### config.mk
export PLATFORM = sky130hd
export DESIGN_NAME = button_router
export DESIGN_NICKNAME = d
export VERILOG_FILES = /design/src/rtl/button_router_pkg.sv /design/src/rtl/button_debounce.sv /design/src/rtl/button_router.sv
export SDC_FILE = /design/constraint.sdc
export NUM_CORES = 1
export LEC_CHECK = 0
export CORE_UTILIZATION = 50
export DETAILED_ROUTE_END_ITERATION = 10
export HOLD_SLACK_MARGIN = 0.08
export PLACE_DENSITY_LB_ADDON = 0.12
export SYNTH_ARGS = -nofsm -noshare
export SYNTH_HDL_FRONTEND = slang
export SYNTH_HIERARCHICAL = 1
export SYNTH_SLANG_ARGS = --single-unit
### constraint.sdc
create_clock -name clk -period 4.9 [get_ports clk]
set_input_delay 0.49 -clock clk [delete_from_list [all_inputs] [get_ports clk]]
set_output_delay 0.49 -clock clk [all_outputs]
set_load 0.005 [all_outputs]
### src/rtl/button_router_pkg.sv
// Shared constants for the button router: level polarity, channel indices, counter sizing.
`default_nettype none

package button_router_pkg;

  localparam logic BTN_PRESSED  = 1'b1;
  localparam logic BTN_RELEASED = 1'b0;

  localparam int CH_PROC   = 0;
  localparam int CH_ACCESS = 1;
  localparam int CH_GAME   = 2;
  localparam int CH_SCORE  = 3;

  // Bits needed for a counter that runs 0 .. max_count-1.
  function automatic int cnt_width(input int max_count);
    return (max_count < 2) ? 1 : $clog2(max_count);
  endfunction

endpackage

`default_nettype wire

### src/rtl/button_debounce.sv
// One button: 2-flop sync, debounce counter, stable level and press strobe.
// Optional auto-repeat compiled in with macro BUTTON_REPEAT_EN.
`default_nettype none

module button_debounce
  import button_router_pkg::*;
#(
  parameter int ACTIVE_LOW   = 1,
  parameter int DEBOUNCE_CYC = 50000,
  parameter int REPEAT_DELAY = 25000000,
  parameter int REPEAT_RATE  = 5000000
) (
  input  logic clk,
  input  logic rst,
  input  logic i_raw,
  output logic o_level,
  output logic o_fire
);

  localparam int               c_CNT_W    = cnt_width(DEBOUNCE_CYC);
  localparam logic             c_RAW_IDLE = (ACTIVE_LOW != 0) ? 1'b1 : 1'b0;
  localparam logic [c_CNT_W-1:0] c_CNT_LAST = c_CNT_W'(DEBOUNCE_CYC - 1);

  logic               r_meta;
  logic               r_sync;
  logic               r_stable;
  logic [c_CNT_W-1:0] r_cnt;
  logic               w_synced;
  logic               w_differs;
  logic               w_flip;
  logic               w_press;

  assign w_synced  = r_sync ^ c_RAW_IDLE;
  assign w_differs = (w_synced != r_stable);
  assign w_flip    = w_differs && (r_cnt == c_CNT_LAST);
  // Strobe is combinational so the router can register it together with sel/ch_en.
  assign w_press   = w_flip && (w_synced == BTN_PRESSED);
  assign o_level   = r_stable;

  always_ff @(posedge clk or posedge rst) begin
    if (rst) begin
      r_meta   <= c_RAW_IDLE;
      r_sync   <= c_RAW_IDLE;
      r_stable <= BTN_RELEASED;
      r_cnt    <= '0;
    end else begin
      r_meta <= i_raw;
      r_sync <= r_meta;
      if (!w_differs || w_flip) begin
        r_cnt <= '0;
      end else begin
        r_cnt <= r_cnt + 1'b1;
      end
      if (w_flip) begin
        r_stable <= w_synced;
      end
    end
  end

`ifdef BUTTON_REPEAT_EN
  localparam int c_REP_MAX = (REPEAT_DELAY > REPEAT_RATE) ? REPEAT_DELAY : REPEAT_RATE;
  localparam int c_REP_W   = cnt_width(c_REP_MAX);

  logic [c_REP_W-1:0] r_rep_cnt;
  logic               r_rep_first;
  logic [c_REP_W-1:0] w_rep_last;
  logic               w_rep_fire;

  assign w_rep_last = r_rep_first ? c_REP_W'(REPEAT_DELAY - 1) : c_REP_W'(REPEAT_RATE - 1);
  assign w_rep_fire = r_stable && (r_rep_cnt == w_rep_last);

  always_ff @(posedge clk or posedge rst) begin
    if (rst) begin
      r_rep_cnt   <= '0;
      r_rep_first <= 1'b1;
    end else if (!r_stable) begin
      r_rep_cnt   <= '0;
      r_rep_first <= 1'b1;
    end else if (w_rep_fire) begin
      r_rep_cnt   <= '0;
      r_rep_first <= 1'b0;
    end else begin
      r_rep_cnt <= r_rep_cnt + 1'b1;
    end
  end

  assign o_fire = w_press | w_rep_fire;
`else
  // Repeat timing has no effect when auto-repeat is compiled out.
  if (REPEAT_DELAY < 1 || REPEAT_RATE < 1) begin : g_repeat_unused
  end

  assign o_fire = w_press;
`endif

endmodule

`default_nettype wire

### src/rtl/button_router.sv
// Debounces NUM_BTN buttons and routes press pulses to the channel chosen by sel.
// Auto-repeat is enabled by defining macro BUTTON_REPEAT_EN.
`default_nettype none

module button_router
  import button_router_pkg::*;
#(
  parameter  int NUM_BTN      = 3,
  parameter  int NUM_CH       = 4,
  parameter  int ACTIVE_LOW   = 1,
  parameter  int DEBOUNCE_CYC = 50000,
  parameter  int REPEAT_DELAY = 25000000,
  parameter  int REPEAT_RATE  = 5000000,
  localparam int SEL_W        = $clog2(NUM_CH)
) (
  input  logic                      clk,
  input  logic                      rst,
  input  logic [NUM_BTN-1:0]        i_btn_raw,
  input  logic [SEL_W-1:0]          i_sel,
  input  logic [NUM_CH-1:0]         i_ch_en,
  output logic [NUM_BTN-1:0]        o_btn_level,
  output logic [NUM_CH*NUM_BTN-1:0] o_btn_out,
  output logic                      o_sel_err
);

  logic [NUM_BTN-1:0]        w_fire;
  logic                      w_sel_bad;
  logic [NUM_CH*NUM_BTN-1:0] w_route;
  logic [NUM_CH*NUM_BTN-1:0] r_btn_out;
  logic                      r_sel_err;

  for (genvar gi = 0; gi < NUM_BTN; gi++) begin : g_btn
    button_debounce #(
      .ACTIVE_LOW   (ACTIVE_LOW),
      .DEBOUNCE_CYC (DEBOUNCE_CYC),
      .REPEAT_DELAY (REPEAT_DELAY),
      .REPEAT_RATE  (REPEAT_RATE)
    ) u_debounce (
      .clk     (clk),
      .rst     (rst),
      .i_raw   (i_btn_raw[gi]),
      .o_level (o_btn_level[gi]),
      .o_fire  (w_fire[gi])
    );
  end

  // An out-of-range select only exists when NUM_CH is not a power of two.
  if ((1 << SEL_W) > NUM_CH) begin : g_sel_range
    assign w_sel_bad = (i_sel >= SEL_W'(NUM_CH));
  end else begin : g_sel_full
    assign w_sel_bad = 1'b0;
  end

  always_comb begin
    w_route = '0;
    for (int c = 0; c < NUM_CH; c++) begin
      if (!w_sel_bad && (i_sel == SEL_W'(c)) && i_ch_en[c]) begin
        w_route[c*NUM_BTN +: NUM_BTN] = w_fire;
      end
    end
  end

  always_ff @(posedge clk or posedge rst) begin
    if (rst) begin
      r_btn_out <= '0;
      r_sel_err <= 1'b0;
    end else begin
      r_btn_out <= w_route;
      r_sel_err <= w_sel_bad;
    end
  end

  assign o_btn_out = r_btn_out;
  assign o_sel_err = r_sel_err;

endmodule

`default_nettype wire
==> impl_metrics.ini, run 1 <==
[route]
num_vias = 2095
drtIter0Drc = 74
drtPass1Iterations = 4
avgViaCountPerCell = 5.28
routed_wl_um = 5500
wl_per_cell_um = 13.9
ant_nets = 0
drc = 0

[synthesis]
async_flop_share_pct = 100
ys_seq_elements = 69
postSynthCellCount = 287
synth_edf_count = 0
synth_cell_type_count = 28
synth-main-ff-cell = dfrtp_1
ys_seq_area_share_pct = 54.2
syn_avg_cell_area_um2 = 11.2
ys.warnings.count = 6
synth_area_um2 = 3200
syn_nets = 301

[setup_path]
critical-path-top-delay-family = simple AND/OR/NAND/NOR gates
critPathMaxStageDelay_ns = 0.40
arrival_ns = 2.13
path_cells = ha_1 > and3_1 > nand4_1 > nor3_1 > nor4bb_4
worstRegToRegCells = 5
worstSetupPathType = reg2reg
cp_max_fo = 5
worst-path-stages = 5
worstPathBufferInverterCount = 0
slowest_stage = dfrtp_1
cp-start-kind = register
cp.required_ns = 5.15
crit_path_end_kind = register

[die]
rows = 28
die_w_um = 82.0
chipHeight_um = 82.0
core_area_um2 = 6060
dieArea_um2 = 6730
initial_core_util_pct = 52.8
io-pin-count = 27

[clock_network]
clk_pin_slew_ns = 0.07
cts_setup_buffers = 0
htree_levels = 3
cts_buffers = 9
cts_buffer_depth = 2
insertion_delay_ns = 0.34
root_buffer = clkbuf_8
cts_tree = done
cts_resized = 0
cts.sinks = 69
cts_hold_buf = 0

[sta]
fin_crit_sh_pct = 38.3
tns_ns = 0
max_freq_mhz = 533
fin_crit_ns = 1.88
whs_ns = 0.357
maxSlewViolCount = 0
maxSlewHeadroom_pct = 52.1
tightest_slew_ns = 0.717
hold_viol_final = 0
rsz0062_at_grt = false
final.setup_skew_ns = 0.00804
setup_viol = 0

[grt]
grt_max_degree = 20
grt_pass1_wl_um = 9400
grt-ovfl-total = 0
track_usage_pct = 19.0
grt_pass1_vias = 2038
antenna_found_initial = 0

[layout]
mostFrequentLayoutCells = 63 x dfrtp_1, 45 x nor2_1, 39 x xnor2_1
fill_cells = 509
layoutNonFillerInstCount = 397
drive_gt1_share_pct = 14.6
utilization_pct = 61.5
nNetsFinal = 331
antenna_cells = 0
final_common_cell = dfrtp_1
area_delta_synth_final_pct = 16.3

[power]
cellLeakagePower_nw = 1.50
powerDensity_nw_per_um2 = 317
ir_worst_vdd_mv = 0.200
total_power_mw = 1.18
p_sw_share_pct = 20.8
clkPwrFrac_pct = 46.6
p_seq_share_pct = 49.8
power_frac_comb_pct = 3.5
p_sw_mw = 0.246
p_int_mw = 0.934

[placed_design]
portBuffers = 25
dpl.hpwl_um = 3810
place.gp.congestion = 0.789
dp_cells = 381

[run]
drv_cap = 0

[min_path]
min_path_type = reg2reg
min_path_cells = 0

[status]
outcome = completed
## power groups by stage
stage	sequential [mW]	combinational (mW)	clock [mW]
6_report	0.588	0.0418	0.550
5_1_grt	0.589	0.0490	0.590
3_3_place_gp	0.599	0.0424	0
3_5_place_dp	0.599	0.0430	0
4_1_cts	0.588	0.0434	0.569
2_1_floorplan	0.598	0.0306	0
## state kept, by name (all words and copies together), names as in the netlist
name,count
g_btn.u_debounce/o_level,3
g_btn.u_debounce/r_cnt,48
g_btn.u_debounce/r_sync,3
o_btn_out,12
g_btn.u_debounce/r_meta,3
## worst paths after layout
kind | startpoint | end | slack (ns)
max in group asynchronous | rst | g_btn[2].u_debounce/r_cnt[2] | 3.79
worst min register to register | g_btn[1].u_debounce/r_meta | g_btn[1].u_debounce/r_sync | 0.36
worst max register to register | g_btn[1].u_debounce/r_cnt[0] | o_btn_out[1] | 3.02
min in group asynchronous | rst | o_btn_out[11] | 0.53
worst min-delay path | g_btn[1].u_debounce/r_meta | g_btn[1].u_debounce/r_sync | 0.36
worst max-delay path | g_btn[1].u_debounce/r_cnt[0] | o_btn_out[1] | 3.02
## stage by stage
step / cell area [um2] / setup slack [ns]
floorplan: 3200 / 3.29
global placement: 3490 / 3.10
detailed placement: 3490 / 3.00
CTS: 3720 / 2.99
global route: 3720 / 2.80
finish: 3720 / 3.02
## layer usage
| layer | track usage (%) | wire [um] | share of wire [%] |
|---|---|---|---|
| met4 | 6.32 | 76 | 1.4 |
| met1 | 24.3 | 2610 | 47 |
| met3 | 7.67 | 222 | 4.0 |
| met5 | 0 | 0 | 0 |
| met2 | 29.1 | 2590 | 47 |
## cell type report
| cell class | instances | area [um2] | area share [%] |
|---|---|---|---|
| Sequential cell | 69 | 1730 | 46.6 |
| Clock buffer | 10 | 128 | 3.43 |
| Inverter | 13 | 48.8 | 1.31 |
| Multi-Input combinational cell | 199 | 1360 | 36.5 |
| Clock inverter | 6 | 111 | 2.99 |
| Timing Repair Buffer | 25 | 250 | 6.72 |
| Tap cell | 75 | 93.8 | 2.52 |
## Yosys cell counts (4+ instances only)
master / n / area [um2]
xor2_1: 6 / 52.6
xnor2_1: 39 / 342
nand2_1: 9 / 33.8
buf_6: 4 / 45.0
nand4_1: 9 / 56.3
dfrtp_1: 63 / 1580
dfstp_2: 6 / 158
nor2_2: 6 / 37.5
nor3_1: 12 / 60.1
and4b_1: 4 / 40.0
nand3_1: 15 / 75.1
and3_1: 6 / 37.5
nor2_1: 45 / 169
inv_1: 13 / 48.8
and4bb_2: 5 / 62.6
nor4_1: 15 / 93.8
## kinds of logic (layout without fill, tap and decap cells)
group	Yosys count	count (layout)	synth area share (%)
xor gates and xnor gates	45	45	12.3
buffers and inverters	19	54	3.40
adders and majority gates	3	3	1.17
other	1	1	0.117
AOI/OAI and AO/OA	3	3	0.469
and+or+nand+nor	147	147	28.4
DFF	69	69	54.2
Power figures use the tool's default switching activity.
==> inputs of run 2 (changes only) <==
Clock period 4.9 ns to 1.75 ns, I/O delays scaled along.
==> run 2 against run 1 <==
  * Global-route usage up 0.47 points
  * Non-clock buffer count up 24
  * Sequential power rose to 2.8 times the previous value
  * Critical path type unchanged
  * Critical endpoint is now g_btn[1].u_debounce/r_cnt[7]
  * Largest cell class unchanged
  * Largest power group unchanged
==> impl_metrics.ini, run 2 (synthesis gave the netlist of run 1 again) <==
[route]
num_vias = 2201
routed_wl_um = 5820
wl_per_cell_um = 13.8
avgViaCountPerCell = 5.23
drtPass1Iterations = 4
drtIter0Drc = 113
drc = 0
ant_nets = 0

[grt]
grt_pass1_wl_um = 9640
grt_max_degree = 20
grt-ovfl-total = 0
antenna_found_initial = 0
grt_pass1_vias = 2151
track_usage_pct = 19.4

[sta]
fin_crit_sh_pct = 95.5
final.setup_skew_ns = 0.0105
maxSlewViolCount = 0
setup_viol = 0
whs_ns = 0.231
rsz0062_at_grt = false
hold_viol_final = 0
worst_slack_ns = 0.0794
max_freq_mhz = 599
fin_crit_ns = 1.67

[setup_path]
rr_startpoint = g_btn[1].u_debounce/r_cnt[11]
worstPathBufferInverterCount = 1
worstRegToRegCells = 5
rrSetupSlack_ns = 0.08
worstSetupPathType = reg2reg
crit_path_end_kind = register
slowest_stage = nor4bb_1
path_cells = nor4bb_1 > nand4_1 > buf_4 > nand2_2 > nor2_1
cp-start-kind = register
critPathMaxStageDelay_ns = 0.39
cp.required_ns = 1.96
critical-path-top-delay-family = simple AND/OR/NAND/NOR gates
cp_max_fo = 15
reg2reg_to = g_btn[1].u_debounce/r_cnt[7]
arrival_ns = 1.88

[power]
ir_worst_vdd_mv = 0.598
cellLeakagePower_nw = 1.62
total_power_mw = 3.32
powerDensity_nw_per_um2 = 846

[clock_network]
cts.sinks = 69
clk_pin_slew_ns = 0.07
cts_tree = done
insertion_delay_ns = 0.34
htree_levels = 3
root_buffer = clkbuf_8
cts_buffers = 9
cts_buffer_depth = 2

[layout]
final_area_um2 = 3930
antenna_cells = 0
final_common_cell = dfrtp_1
drive_gt1_share_pct = 21.1
area_delta_synth_final_pct = 22.6
registers.top_by_ff_count = g_btn.u_debounce/r_cnt
largest_reg_flops = 48
nNetsFinal = 355
mostFrequentLayoutCells = 63 x dfrtp_1, 45 x nor2_1, 39 x xnor2_1

[die]
initial_core_util_pct = 52.8
rows = 28
die_w_um = 82.0
io-pin-count = 27
dieArea_um2 = 6730
core_area_um2 = 6060
chipHeight_um = 82.0

[status]
outcome = completed

[placed_design]
portBuffers = 25
dpl_cell_area_um2 = 3650
place.gp.congestion = 0.809
dp_slack_ns = -0.0117
dpl.hpwl_um = 3960

[min_path]
min_path_type = in2async

[run]
drv_cap = 0
run 2: metrics by stage:
step                      util [%]  setup TNS (ns)  instances
final                         64.8               0        421
after global routing          64.8               0        421
after CTS                     64.3               0        419
after detailed placement      60.2         -0.0214        403
after global placement        60.2               0        403
after floorplan                  -               0        287
run 2: area by class of cell:
type / count / area, um2
Sequential cell: 69 / 1730
Inverter: 13 / 48.8
Timing Repair Buffer: 49 / 430
Multi-Input combinational cell: 199 / 1380
Clock buffer: 10 / 128
Clock inverter: 6 / 111
Tap cell: 75 / 93.8
Fill cell: 469 / 2130
run 2: worst max path at each step:
| stage | startpoint | to | slack, ns | cells past startpoint |
|---|---|---|---|---|
| 2_1_floorplan | g_btn[1].u_debounce/r_cnt[0] | o_btn_out[1] | 0.14 | 5 |
| 3_3_place_gp | g_btn[2].u_debounce/r_cnt[7] | o_btn_out[11] | 0.04 | 4 |
| 3_5_place_dp | g_btn[2].u_debounce/r_cnt[1] | o_btn_out[2] | -0.01 | 5 |
| 4_1_cts | g_btn[1].u_debounce/r_cnt[11] | o_btn_out[1] | 0.06 | 5 |
| 5_1_grt | g_btn[1].u_debounce/r_cnt[11] | g_btn[1].u_debounce/r_cnt[14] | 0.01 | 5 |
| 6_report | g_btn[1].u_debounce/r_cnt[11] | g_btn[1].u_debounce/r_cnt[7] | 0.08 | 5 |
run 2: what timing repair did:
action / 4_1_cts / 5_1_grt
hold endpoints to repair: 0 / 0
hold buffers: 0 / 0
pin swaps: 0 / 2
buffers inserted: 0 / 2
gates resized for setup: 1 / 3
setup endpoints to repair: 2 / 23
run 2: metal layers:
layer,vias to the layer above,track usage [%],wire length (um)
li1,1102,-,-
met1,1057,24.8,2850
met2,32,30.9,2660
met3,10,4.89,207
met4,0,9.12,101
met5,-,0,0
run 2: power breakdown:
group | internal [mW] | switching [mW] | total [mW]
Combinational | 0.0534 | 0.0794 | 0.133
Clock | 0.947 | 0.596 | 1.54
Sequential | 1.62 | 0.0223 | 1.65
==> inputs of run 3 (changes only) <==
Settings changed: RECOVER_POWER set to 100, SYNTH_HIERARCHICAL 1 to unset.
==> run 3 against run 2 <==
  * The flow now finishes with violations (setup timing)
  * Global-route usage is 2.1 points higher
  * Worst setup slack lost 0.27 ns
  * Sequential share of layout area barely moved
  * Clock skew about the same
  * Count of clock-buffer cells in the layout up 2
  * Power fell by 8.0%
  * Via count is 3.6% higher
  * First-iteration DRC count shrank 4.4%
  * Final cell count rose by 5.2%
  * Die area down 3.7%
  * Critical path depth is 1 lower
  * Critical path type unchanged
  * Largest cell class unchanged
==> impl_metrics.ini, run 3 <==
[power]
power_frac_comb_pct = 4.6
p_seq_share_pct = 53.8
p_sw_mw = 0.681
powerDensity_nw_per_um2 = 777
cellLeakagePower_nw = 1.66
p_int_mw = 2.37
clkPwrFrac_pct = 41.6
p_sw_share_pct = 22.3
ir_worst_vdd_mv = 0.544
total_power_mw = 3.05

[synthesis]
postSynthCellCount = 297
synth_edf_count = 0
synth_cell_type_count = 35
async_flop_share_pct = 100
ys_seq_area_share_pct = 56.3
syn_nets = 311
ys.warnings.count = 0
synth_area_um2 = 3080
yosys.area.top_type = dfrtp_1
synth_top_area_share_pct = 51.2
ys_top_cells_by_area = dfrtp_1 51%, xnor2_1 11%, nor2_1 8.3%, dfstp_2 5.1%, nand4_1 3.0%
syn_avg_cell_area_um2 = 10.4
synth-main-ff-cell = dfrtp_1
synth_common_cells = 68 x nor2_1, 63 x dfrtp_1, 39 x xnor2_1
synth.most_common_cell = nor2_1
ys_seq_elements = 69

[layout]
largest_reg_flops = 48
antenna_cells = 0
final_area_um2 = 3930
area_delta_synth_final_pct = 27.6
drive_gt1_share_pct = 20.4
registers.top_by_ff_count = g_btn.u_debounce.r_cnt
layoutNonFillerInstCount = 443
nNetsFinal = 377
mostFrequentLayoutCells = 63 x dfrtp_1, 62 x nor2_1, 39 x xnor2_1
final_common_cell = dfrtp_1
utilization_pct = 66.4

[min_path]
min_path_type = in2async

[route]
drtIter0Drc = 108
num_vias = 2280
drtPass1Iterations = 4
avgViaCountPerCell = 5.15
ant_nets = 0
wl_per_cell_um = 13.6
drc = 0
routed_wl_um = 6020

[sta]
hold_viol_final = 0
maxSlewViolCount = 0
fin_crit_ns = 1.94
tightest_slew_ns = 0.803
max_freq_mhz = 516
maxSlewHeadroom_pct = 46.5
fin_crit_sh_pct = 111
setup_viol = 23
rsz0062_at_grt = true
final.setup_skew_ns = 0.0109
tns_ns = -2.74
worst_slack_ns = -0.189

[setup_path]
cp.required_ns = 2.02
endpoint = o_btn_out[2]
worstSetupPathType = reg2reg
rrSetupSlack_ns = -0.19
slowest_stage = or4_4
startpoint = g_btn[2].u_debounce.r_cnt[7]
worstPathBufferInverterCount = 0
path_cells = or4bb_1 > or4_4 > or3_4 > nor2_1
critical-path-top-delay-family = simple AND/OR/NAND/NOR gates
arrival_ns = 2.21
cp_max_fo = 4
crit_path_end_kind = register
worstRegToRegCells = 4
worst-path-stages = 4
rr_startpoint = g_btn[2].u_debounce.r_cnt[7]
reg2reg_to = o_btn_out[2]
cp-start-kind = register
critPathMaxStageDelay_ns = 0.53

[grt]
antenna_found_initial = 0
grt_pass1_wl_um = 10300
grt_pass1_vias = 2271
track_usage_pct = 21.6
grt-ovfl-total = 0
grt_max_degree = 62

[die]
dieArea_um2 = 6480
chipHeight_um = 80.5
core_area_um2 = 5920
io-pin-count = 27
rows = 28
initial_core_util_pct = 52.0
die_w_um = 80.5

[placed_design]
dpl_cell_area_um2 = 3670
place.gp.congestion = 0.789
dpl.hpwl_um = 3990
portBuffers = 25
dp_cells = 423

[clock_network]
cts_buffers = 9
root_buffer = clkbuf_8
cts_buffer_depth = 2
cts_tree = done
htree_levels = 3
clk_pin_slew_ns = 0.07
insertion_delay_ns = 0.34
cts.sinks = 69

[run]
drv_cap = 0

[status]
violations = setup timing
outcome = finished with violations
run 3: timing repair:
| item | CTS | global route |
|---|---|---|
| hold buffers | 0 | 0 |
| setup endpoints to repair | 29 | 45 |
| pin swaps | 4 | 14 |
| setup buffers | 2 | 1 |
| resized for setup | 5 | 9 |
| gates cloned | 2 | 0 |
run 3: how the worst min path moves through the flow:
stage,start,endpoint,cells after the start
floorplan,i_btn_raw[0],g_btn[0].u_debounce.r_meta,0
global placement,g_btn[1].u_debounce.r_meta,g_btn[1].u_debounce.r_sync,0
detailed placement,g_btn[0].u_debounce.r_meta,g_btn[0].u_debounce.r_sync,0
CTS,rst,g_btn[1].u_debounce.r_cnt[4],2
global route,rst,g_btn[1].u_debounce.r_cnt[7],2
finish,rst,g_btn[1].u_debounce.r_cnt[3],2
run 3: routing by layer:
layer / share of wire [%] / vias up / routed length (um) / track usage [%]
met2: 47 / 33 / 2840 / 32.5
met1: 48 / 1095 / 2900 / 29.5
met5: 0 / - / 0 / 0
met3: 3.1 / 8 / 187 / 5.34
li1: - / 1144 / - / -
met4: 1.6 / 0 / 95 / 9.11
run 3: kinds of logic after synthesis:
kind of cell | share of synthesized area, %
multiplexers | 0.325
buffers and inverters | 3.05
AO/OA/AOI/OAI | 1.02
AND/OR/NAND/NOR | 25.7
adder cells (fa/ha/maj) | 1.22
XOR/XNOR | 12.2
other | 0.122
flip-flops | 56.3
run 3: final cells by class:
cell class | instances | area, um2
multi-input cells | 212 | 1350
well taps | 75 | 93.8
inverters | 10 | 38.8
repair buffers | 61 | 520
clock buffers | 12 | 145
fillers | 490 | 1990
clock inverters | 4 | 47.5
flip-flops and latches | 69 | 1730
run 3: power by group through the flow:
stage               registers [mW]  clock network (mW)  logic, mW
CTS                           1.64                1.30      0.148
global placement              1.67                   0      0.142
finish                        1.64                1.27      0.139
floorplan                     1.67                   0     0.0762
detailed placement            1.67                   0      0.143
global route                  1.65                1.36      0.160
run 3: metrics by stage:
stage               setup slack (ns)  hold WS [ns]
floorplan                     -0.172         0.179
global route                  -0.253         0.278
detailed placement            -0.208         0.350
CTS                           -0.192        0.0952
finish                        -0.189         0.244
global placement              -0.182         0.347
